$ cat src/rtl/ascon_pack.sv
// Shared types and constants for the ASCON permutation engine.
package ascon_pack;

    // Full 320-bit ASCON state: x0 = [319:256] ... x4 = [63:0].
    typedef logic [319:0] type_state;

    // Total number of rounds in the full permutation.
    localparam int NB_ROUNDS = 12;

    // Permutation flavour: p12 runs rounds 0..11, p6 runs rounds 6..11.
    typedef enum logic {
        P12 = 1'b0,
        P6  = 1'b1
    } ascon_mode_e;

    // Round constant c_r = {15-r, r}, added into the low byte of x2.
    localparam logic [7:0] ROUND_CONST [NB_ROUNDS] = '{
        8'hf0, 8'he1, 8'hd2, 8'hc3, 8'hb4, 8'ha5,
        8'h96, 8'h87, 8'h78, 8'h69, 8'h5a, 8'h4b
    };

    // 64-bit rotate right; n is always a constant at the call sites.
    function automatic logic [63:0] rotr64(input logic [63:0] x, input int unsigned n);
        return (x >> n) | (x << (64 - n));
    endfunction

endpackage

$ cat src/rtl/ascon_round.sv
// One combinational ASCON round: constant addition, S-box layer, linear layer.
module ascon_round
    import ascon_pack::*;
(
    input  logic [3:0] round_i,
    input  type_state  state_i,
    output type_state  state_o
);

    logic [7:0]  rc;
    logic [63:0] x0, x1, x2, x3, x4;
    logic [63:0] a0, a1, a2, a3, a4;
    logic [63:0] b0, b1, b2, b3, b4;
    logic [63:0] s0, s1, s2, s3, s4;

    // Indices past the last round only occur on unused idle lanes; give them a zero constant.
    assign rc = (round_i < 4'(NB_ROUNDS)) ? ROUND_CONST[round_i] : 8'h00;

    assign x0 = state_i[319:256];
    assign x1 = state_i[255:192];
    assign x2 = state_i[191:128] ^ {56'h0, rc};
    assign x3 = state_i[127:64];
    assign x4 = state_i[63:0];

    // Bitsliced 5-bit S-box: input mixing, chi-like core, output mixing.
    assign a0 = x0 ^ x4;
    assign a1 = x1;
    assign a2 = x2 ^ x1;
    assign a3 = x3;
    assign a4 = x4 ^ x3;

    assign b0 = a0 ^ (~a1 & a2);
    assign b1 = a1 ^ (~a2 & a3);
    assign b2 = a2 ^ (~a3 & a4);
    assign b3 = a3 ^ (~a4 & a0);
    assign b4 = a4 ^ (~a0 & a1);

    assign s0 = b0 ^ b4;
    assign s1 = b1 ^ b0;
    assign s2 = ~b2;
    assign s3 = b3 ^ b2;
    assign s4 = b4;

    // Linear diffusion layer, one rotation pair per word.
    assign state_o[319:256] = s0 ^ rotr64(s0, 19) ^ rotr64(s0, 28);
    assign state_o[255:192] = s1 ^ rotr64(s1, 61) ^ rotr64(s1, 39);
    assign state_o[191:128] = s2 ^ rotr64(s2, 1)  ^ rotr64(s2, 6);
    assign state_o[127:64]  = s3 ^ rotr64(s3, 10) ^ rotr64(s3, 17);
    assign state_o[63:0]    = s4 ^ rotr64(s4, 7)  ^ rotr64(s4, 41);

endmodule

$ cat src/rtl/ascon_perm_engine.sv
// Self-sequenced ASCON permutation: runs p12 or p6 from one start pulse,
// UNROLL rounds per clock, with begin/end key/data XORs around the rounds.
//
// Handshake: start_i is sampled only while busy_o=0; the edge that samples it
// also computes the first chunk. busy_o is high while further chunks remain,
// done_o pulses for one cycle with val_o holding the result and busy_o low,
// and a new start_i is accepted in that same done_o cycle.
module ascon_perm_engine
    import ascon_pack::*;
#(
    parameter int UNROLL = 1
) (
    input  logic         clock_i,
    input  logic         resetb_i,
    input  logic         start_i,
    input  logic         mode_i,
    input  logic         init_i,
    input  type_state    val_i,
    input  logic [63:0]  data_i,
    input  logic [127:0] key_i,
    input  logic         xor_data_i,
    input  logic         xor_key_i,
    input  logic         xor_key_end_i,
    input  logic         xor_dom_end_i,
    output type_state    val_o,
    output logic         busy_o,
    output logic         done_o
);

    if (!(UNROLL == 1 || UNROLL == 2 || UNROLL == 3 || UNROLL == 6)) begin : g_bad_unroll
        $error("ascon_perm_engine: UNROLL must be 1, 2, 3 or 6");
    end

    typedef enum logic {
        IDLE = 1'b0,
        RUN  = 1'b1
    } fsm_e;

    localparam logic [3:0] STEP      = 4'(UNROLL);
    localparam logic [3:0] ROUND_END = 4'(NB_ROUNDS);
    localparam logic [3:0] P6_FIRST  = 4'(NB_ROUNDS / 2);

    fsm_e       fsm;
    logic [3:0] cnt;
    type_state  state;
    logic       key_end_q;
    logic       dom_end_q;

    logic       accept;
    logic       last;
    logic       key_end;
    logic       dom_end;
    logic [3:0] r_base;
    type_state  src;
    type_state  begin_x;
    type_state  end_x;
    logic [UNROLL:0][319:0] chain;

    // Select the round base and source state, and apply the begin-XORs on the accepting edge.
    always_comb begin
        accept  = (fsm == IDLE) && start_i;
        r_base  = cnt;
        if (fsm == IDLE) begin
            r_base = (ascon_mode_e'(mode_i) == P6) ? P6_FIRST : 4'd0;
        end
        src     = (accept && init_i) ? val_i : state;
        begin_x = src;
        if (accept && xor_data_i) begin
            begin_x[319:256] = begin_x[319:256] ^ data_i;
        end
        if (accept && xor_key_i) begin
            begin_x[255:128] = begin_x[255:128] ^ key_i;
        end
    end

    assign chain[0] = begin_x;

    for (genvar k = 0; k < UNROLL; k++) begin : g_round
        ascon_round u_round (
            .round_i (r_base + 4'(k)),
            .state_i (chain[k]),
            .state_o (chain[k+1])
        );
    end

    // On the final chunk apply the end-XORs; the accepting edge uses the live command bits.
    always_comb begin
        last    = (r_base + STEP) == ROUND_END;
        key_end = accept ? xor_key_end_i : key_end_q;
        dom_end = accept ? xor_dom_end_i : dom_end_q;
        end_x   = chain[UNROLL];
        if (last && key_end) begin
            end_x[127:0] = end_x[127:0] ^ key_i;
        end
        if (last && dom_end) begin
            end_x[0] = ~end_x[0];
        end
    end

    // Sequencer: accept a command, step the round counter, register state, busy and done.
    // The chosen mode survives only as the counter start value.
    always_ff @(posedge clock_i or negedge resetb_i) begin
        if (!resetb_i) begin
            fsm       <= IDLE;
            cnt       <= 4'd0;
            state     <= '0;
            key_end_q <= 1'b0;
            dom_end_q <= 1'b0;
            busy_o    <= 1'b0;
            done_o    <= 1'b0;
        end else begin
            done_o <= 1'b0;
            case (fsm)
                IDLE: begin
                    if (start_i) begin
                        state     <= end_x;
                        key_end_q <= xor_key_end_i;
                        dom_end_q <= xor_dom_end_i;
                        if (last) begin
                            cnt    <= 4'd0;
                            busy_o <= 1'b0;
                            done_o <= 1'b1;
                        end else begin
                            cnt    <= r_base + STEP;
                            busy_o <= 1'b1;
                            fsm    <= RUN;
                        end
                    end
                end
                RUN: begin
                    state <= end_x;
                    if (last) begin
                        cnt    <= 4'd0;
                        busy_o <= 1'b0;
                        done_o <= 1'b1;
                        fsm    <= IDLE;
                    end else begin
                        cnt <= cnt + STEP;
                    end
                end
                default: begin
                    fsm    <= IDLE;
                    busy_o <= 1'b0;
                end
            endcase
        end
    end

    assign val_o = state;

endmodule

$ cat config.mk
export PLATFORM = sky130hd
export DESIGN_NAME = ascon_perm_engine
export DESIGN_NICKNAME = d
export VERILOG_FILES = /design/src/rtl/ascon_pack.sv /design/src/rtl/ascon_round.sv /design/src/rtl/ascon_perm_engine.sv
export SDC_FILE = /design/constraint.sdc
export NUM_CORES = 2
export LEC_CHECK = 0
export CORE_AREA = 2 2 326 328
export CTS_BUF_LIST = sky130_fd_sc_hd__clkbuf_2 sky130_fd_sc_hd__clkbuf_4 sky130_fd_sc_hd__clkbuf_8
export CTS_CLUSTER_DIAMETER = 120
export DETAILED_ROUTE_END_ITERATION = 6
export DIE_AREA = 0 0 328 330
export GPL_TIMING_DRIVEN = 0
export PLACE_DENSITY = 0.65
export SYNTH_ARGS = -nofsm -noshare
export SYNTH_HDL_FRONTEND = slang
export SYNTH_SLANG_ARGS = --single-unit
$ cat constraint.sdc
create_clock -name clock_i -period 8.05 [get_ports clock_i]
set_input_delay 1.61 -clock clock_i [delete_from_list [all_inputs] [get_ports clock_i]]
set_output_delay 1.61 -clock clock_i [all_outputs]
set_load 0.01 [all_outputs]
-- Word level (Yosys, flattened, before mapping)
Memories as Yosys holds them, arrays and structs flattened.
Cells that the tools add are included.
- bits of input ports: 521
- output and inout port bits: 322
- bits in read-only memories: 128
- bits in registers: 329
- memories kept: 1
- word-level logic and storage cells: 99
- eq/ne operators: 3
- magnitude comparators: 2
- bitwise gates (word level): 49
- reduce and logical (&&, ||, !) cells: 8
- add/sub/neg operators: 2
- multiplexer cells: 27
- memory list (memory ; words ; width ; rd ports ; clocked after memory_dff ; write ports ; RTL line ; RTL):
    (name not given) ; 16 ; 8 ; 1 ; 0 ; 0 ; ascon_round.sv:17 ; assign rc = (round_i < 4'(NB_ROUNDS)) ? ROUND_CONST[round_i] : 8'h00;
- operator list (kind ; count):
    bitwise XOR 64 bit ; 22
    two-way mux 320 bit ; 2
    one-hot mux 320 bit (2 select lines) ; 1
    NOT 64 bit ; 6
    AND 64 bit ; 5
    two-way mux 128 bit ; 2
    bitwise XOR 128 bit ; 2
    two-way mux 64 bit ; 1
    bitwise OR 23 x 64 -> 64 bit ; 1
    bitwise OR 25 x 64 -> 64 bit ; 1
    bitwise OR 3 x 64 -> 64 bit ; 1
    bitwise OR 36 x 64 -> 64 bit ; 1
    bitwise OR 45 x 64 -> 64 bit ; 1
    bitwise OR 47 x 64 -> 64 bit ; 1
    bitwise OR 54 x 64 -> 64 bit ; 1
    bitwise OR 57 x 64 -> 64 bit ; 1
    bitwise OR 58 x 64 -> 64 bit ; 1
    bitwise OR 63 x 64 -> 64 bit ; 1
    bitwise XOR 64 x 8 -> 64 bit ; 1
    two-way mux 8 bit ; 3
    two-way mux 4 bit ; 4
    two-way mux 1 bit ; 9
    adder 4 x 1 -> 4 bit, second input constant ; 2
    one-hot mux 4 bit (2 select lines) ; 1
    11 further kinds ; 20

-- Logic depth before layout (Yosys ltp)
- word-level depth: 20
- mapped depth: 18
- mapped depth without buffers: 11

-- Hierarchy
A second synthesis with hierarchy kept.
- cells, all modules: 4155
- area, all modules: 34435.5 um2
- by module, submodules not included (module ; cells each ; area each (um2) ; times used ; sequential area each (um2)):
    ascon_perm_engine ; 2307 ; 19693.9 ; 1 ; 8232.9
    ascon_round ; 1848 ; 14741.6 ; 1 ; 0.0

-- Worst setup path after synthesis
No wires, ideal clock.
- path kind: input to register
- start: in init_i
- end: reg state[253], in the netlist val_o[253]
- required time: 7.973 ns
- path buffers: 8
- arrival time: 5.193 ns
- setup slack: 2.780 ns
- stages on the path: 18
- library setup time: 0.077 ns
- cell sequence: buf_4 nand3b_4 buf_8 buf_6 buf_8 buf_12 buf_6 buf_2 buf_1 mux2i_1 xor2_1 ha_1 nor2b_1 xnor2_1 xnor2_1 xnor2_1 xor3_1 a21oi_1
- word-level cells in the longest chain between the ends: 15
- elaborated cells between the ends (all ways): 22
- classes of those cells: mux (5); bitwise (16); reduce/logical (1)
- RTL lines (element ; RTL line ; RTL):
    start: declaration ; ascon_perm_engine.sv:17 ; input logic init_i,
    logical AND 1 bit (*) ; ascon_perm_engine.sv:66 ; src = (accept && init_i) ? val_i : state;
    two-way mux 320 bit (*) ; ascon_perm_engine.sv:66 ;
    bitwise XOR 128 bit ; ascon_perm_engine.sv:72 ; begin_x[255:128] = begin_x[255:128] ^ key_i;
    two-way mux 128 bit ; ascon_perm_engine.sv:71 ; if (accept && xor_key_i) begin
    bitwise XOR 64 x 8 -> 64 bit ; ascon_round.sv:21 ; assign x2 = state_i[191:128] ^ {56'h0, rc};
    bitwise XOR 64 bit ; ascon_round.sv:28 ; assign a2 = x2 ^ x1;
    NOT 64 bit ; ascon_round.sv:33 ; assign b1 = a1 ^ (~a2 & a3);
    AND 64 bit ; ascon_round.sv:33 ;
    bitwise XOR 64 bit ; ascon_round.sv:33 ;
    bitwise XOR 64 bit (*) ; ascon_round.sv:39 ; assign s1 = b1 ^ b0;
    bitwise OR 3 x 64 -> 64 bit ; ascon_pack.sv:24 ; return (x >> n) | (x << (64 - n));
    bitwise XOR 64 bit ; ascon_round.sv:46 ; assign state_o[255:192] = s1 ^ rotr64(s1, 61) ^ rotr64(s1, 39);
    bitwise XOR 64 bit (*) ; ascon_round.sv:46 ;
    two-way mux 320 bit ; ascon_perm_engine.sv:115 ; if (start_i) begin
    one-hot mux 320 bit (2 select lines) (*) ; ascon_perm_engine.sv:113 ; case (fsm)
    end signal: assignment ; ascon_perm_engine.sv:116 ; state <= end_x;
    end signal: assignment ; ascon_perm_engine.sv:131 ; state <= end_x;
    end: declaration ; ascon_perm_engine.sv:45 ; type_state state;
Every way passes the cells marked *; elsewhere a longest branch is shown, timed or not. The select of a mux whose other input is x is not followed.
A chain may end at the register's enable or synchronous reset.

-- Final worst setup path
- start: in start_i
- end: reg state[102], in the netlist val_o[102]
- word-level cells in the longest chain between the ends: 16
- elaborated cells between the ends (all ways): 31
- classes of those cells: eq/ne (1); mux (7); bitwise (18); reduce/logical (5)
- RTL lines (element ; RTL line ; RTL):
    start: declaration ; ascon_perm_engine.sv:15 ; input logic start_i,
    logical AND 1 bit ; ascon_perm_engine.sv:61 ; accept = (fsm == IDLE) && start_i;
    logical AND 1 bit ; ascon_perm_engine.sv:66 ;
    two-way mux 320 bit ; ascon_perm_engine.sv:66 ;
    bitwise XOR 64 bit or bitwise XOR 128 bit (tied branches) ; ascon_perm_engine.sv:69, ascon_perm_engine.sv:72 ;
    two-way mux 64 bit or two-way mux 128 bit (tied branches) ; ascon_perm_engine.sv:68, ascon_perm_engine.sv:71 ;
    bitwise XOR 64 bit or bitwise XOR 64 x 8 -> 64 bit (tied branches) ; ascon_round.sv:26, ascon_round.sv:21 ;
    AND 64 bit or bitwise XOR 64 bit (tied branches) ; ascon_round.sv:35, ascon_round.sv:28 ;
    bitwise XOR 64 bit (on tied branches) ; ascon_round.sv:35, ascon_round.sv:34 ;
    bitwise XOR 64 bit ; ascon_round.sv:41 ; assign s3 = b3 ^ b2;
    bitwise OR 54 x 64 -> 64 bit ; ascon_pack.sv:24 ;
    bitwise XOR 64 bit (2 in a row) ; ascon_round.sv:48 ; assign state_o[127:64] = s3 ^ rotr64(s3, 10) ^ rotr64(s3, 17);
    bitwise XOR 128 bit ; ascon_perm_engine.sv:93 ; end_x[127:0] = end_x[127:0] ^ key_i;
    two-way mux 128 bit ; ascon_perm_engine.sv:92 ; if (last && key_end) begin
    two-way mux 320 bit ; ascon_perm_engine.sv:115 ;
    one-hot mux 320 bit (2 select lines) ; ascon_perm_engine.sv:113 ;
Several ways; a longest one is shown, not always the timed one. The select of a mux whose other input is x is not followed.

==> results.sh <==
export IMPL_worstMarginPinSlew_ps=1610
export IMPL_grt_first_pass_wirelength_mm=300
export IMPL_required_ps=8610
export IMPL_slew_violations=36
export IMPL_multi_input_area_um2=27100
export IMPL_cts_root_buf="clkbuf_8"
export IMPL_relSlewSlack_pct=-7.83
export IMPL_fin_crit_ps=8000
export IMPL_cts_sinks=329
export IMPL_firstDrtPassIters=5
export IMPL_clock_latency_ps=730
export IMPL_grt_use_total_pct=41.8
export IMPL_synth_ff_type="dfrtp_1"
export IMPL_setup_viol=0
export IMPL_rsz0062_at_grt="false"
export IMPL_wl_per_cell_um=38.1
export IMPL_routed_wl_mm=233
export IMPL_clkSlewWorstSetupHoldPaths_ps=60
export IMPL_drive_above_1_share_pct=9.19
export IMPL_syn_nets=4410
export IMPL_critPathArrivalTime_ps=8560
export IMPL_failed_checks="capacitance limit, slew limit"
export IMPL_yosysTopAreaCellShare_pct=22.7
export IMPL_detailed_place_hpwl_mm=195
export IMPL_drc=0
export IMPL_die_area_um2=108000
export IMPL_vias_per_cell=5.59
export IMPL_syn_inst=3759
export IMPL_crit_path_start_kind="input pin"
export IMPL_cap_viol_max_count=7
export IMPL_syn_avg_cell_area_um2=9.63
export IMPL_cts_setup_buffers=0
export IMPL_start_util_pct=34.6
export IMPL_cts_hold_fix_buffers=0
export IMPL_cts_max_level=3
export IMPL_fillers=10300
export IMPL_cp_end_kind="register"
export IMPL_ctsResizeCount=0
export IMPL_area_delta_synth_final_pct=32.8
export IMPL_netlist_area_um2=36200
export IMPL_critical_path_class="in -> reg"
export IMPL_path_max_fanout=10
export IMPL_gp_congestion=1.03
export IMPL_ant_nets=0
export IMPL_status="finished with violations"
export IMPL_gr_total_overflow=0
export IMPL_fmax_ghz=0.125
export IMPL_portBuffers=840
export IMPL_worstHoldPathType="reg -> reg"
export IMPL_yosys_area_top_type="dfrtp_1"
export IMPL_grt_pass1_vias=32900
export IMPL_yosys_cell_count_top_type="xnor2_1"
export IMPL_cts_tree="done"
export IMPL_fp_dieH_um=330
export IMPL_yosys_top_cells_area="dfrtp_1 23%, xnor2_1 21%, xor2_1 8.7%"
export IMPL_ys_seq_elements=329
export IMPL_drt_iter0_markers=4334
export IMPL_finalCritPeriodShare_pct=99.3
export IMPL_hold_viol=0
export IMPL_yosysSeqAreaShare_pct=22.7
export IMPL_synthArstFlopShare_pct=100
export IMPL_ys_warn_count=0
export IMPL_holdWs_ps=509
export IMPL_grt_max_degree=106
export IMPL_synth_commonest_cells="848 x xnor2_1, 485 x nand2_1, 360 x xor2_1"
export IMPL_clk_path_buf_depth=3
export IMPL_io_pins=843
export IMPL_reg2reg_slack_ps=1040
export IMPL_ys_types=51
export IMPL_core_area_um2=105000
export IMPL_seq_area_um2=8230
export IMPL_synth_edf_count=0
export IMPL_nets=5330
export IMPL_fin_worst_skew_ps=32.4
export IMPL_antenna_found_initial=28
export IMPL_cts_buffers=72
export IMPL_rows=119
export IMPL_die_x_um=328
export IMPL_vias=34300
## final timing paths
path	start	endpoint	cells after the start
max	start_i	val_o[102]	16
min	dom_end_q	dom_end_q	2
max reg2reg	fsm	val_o[102]	16
min reg2reg	dom_end_q	dom_end_q	2
max in group asynchronous	resetb_i	val_o[43]	3
min in group asynchronous	resetb_i	busy_o	1
## layer usage
| layer | global-route usage [%] | share of wire [%] |
|---|---|---|
| met4 | 25.8 | 7.2 |
| met3 | 10.6 | 10 |
| met1 | 52.0 | 38 |
| met5 | 0 | 0.073 |
| met2 | 65.1 | 44 |
## worst max-delay path: stages
cell and delay [ps]:
clkdlybuf4s50_1 540, buf_4 220, and3b_1 160, buf_2 370, buf_2 620, buf_2 450
clkbuf_2 770, clkbuf_1 570, nand2_1 140, xor2_1 190, ha_1 340, xnor2_1 720
xor2_1 1140, xnor2_1 320, xnor2_1 230, a21oi_1 100
## cells in the final DEF, fill, tap and decap left out, drive strengths merged, types with 11 or more instances in the layout
cell           synthesis  final
a211oi                15     15
a21oi                231    231
and2                  11     11
buf                   52     59
clkbuf               101    215
clkdlybuf4s50          0    839
dfrtp                329    329
ha                   130    130
inv                   23     24
maj3                  64     64
mux2                  63     63
mux2i                267    267
nand2                485    485
nand2b                19     19
nor2                 231    231
nor2b                 93     93
o21ai                111    111
xnor2               1003   1003
xnor3                 96     96
xor2                 364    364
xor3                  13     13
## kinds of logic after synthesis
family / after synthesis / synth area share (%)
xor+xnor: 1476 / 43.2
buf+inv: 176 / 2.55
simple gates: 878 / 10.3
fa+ha+maj: 194 / 6.30
compound gates: 376 / 5.46
flops: 329 / 22.7
mux: 330 / 9.41
## per-stage QoR
stage | util, % | cell area [µm²] | std cells | setup WS [ps] | setup TNS (ps)
final | 45.9 | 48100 | 6133 | 53.7 | 0
after floorplan | - | 36200 | 3759 | 2780 | 0
after detailed placement | 44.4 | 46500 | 5994 | -385 | -3450
after global placement | 44.3 | 46300 | 5990 | -11120 | -3682230
after global routing | 45.9 | 48100 | 6130 | 239 | 0
after CTS | 45.9 | 48000 | 6122 | 328 | 0
## sequential cells by signal, summed over array words and instances (netlist names)
| name | count |
|---|---|
| val_o | 320 |
| cnt | 4 |
| busy_o | 1 |
| dom_end_q | 1 |
| done_o | 1 |
| fsm | 1 |
| key_end_q | 1 |
## cell type report
type	count	share of cell area [%]
clock inverters	14	0.263
diodes	9	0.0469
inverters	23	0.180
multi-input cells	3254	56.3
plain buffers	153	1.76
well taps	1391	3.62
repair buffers	846	17.7
flip-flops and latches	329	17.1
clock buffers	114	2.95
Power is not shown: default switching activity piles up to over one toggle a cycle in this logic, so the estimate is an artifact.
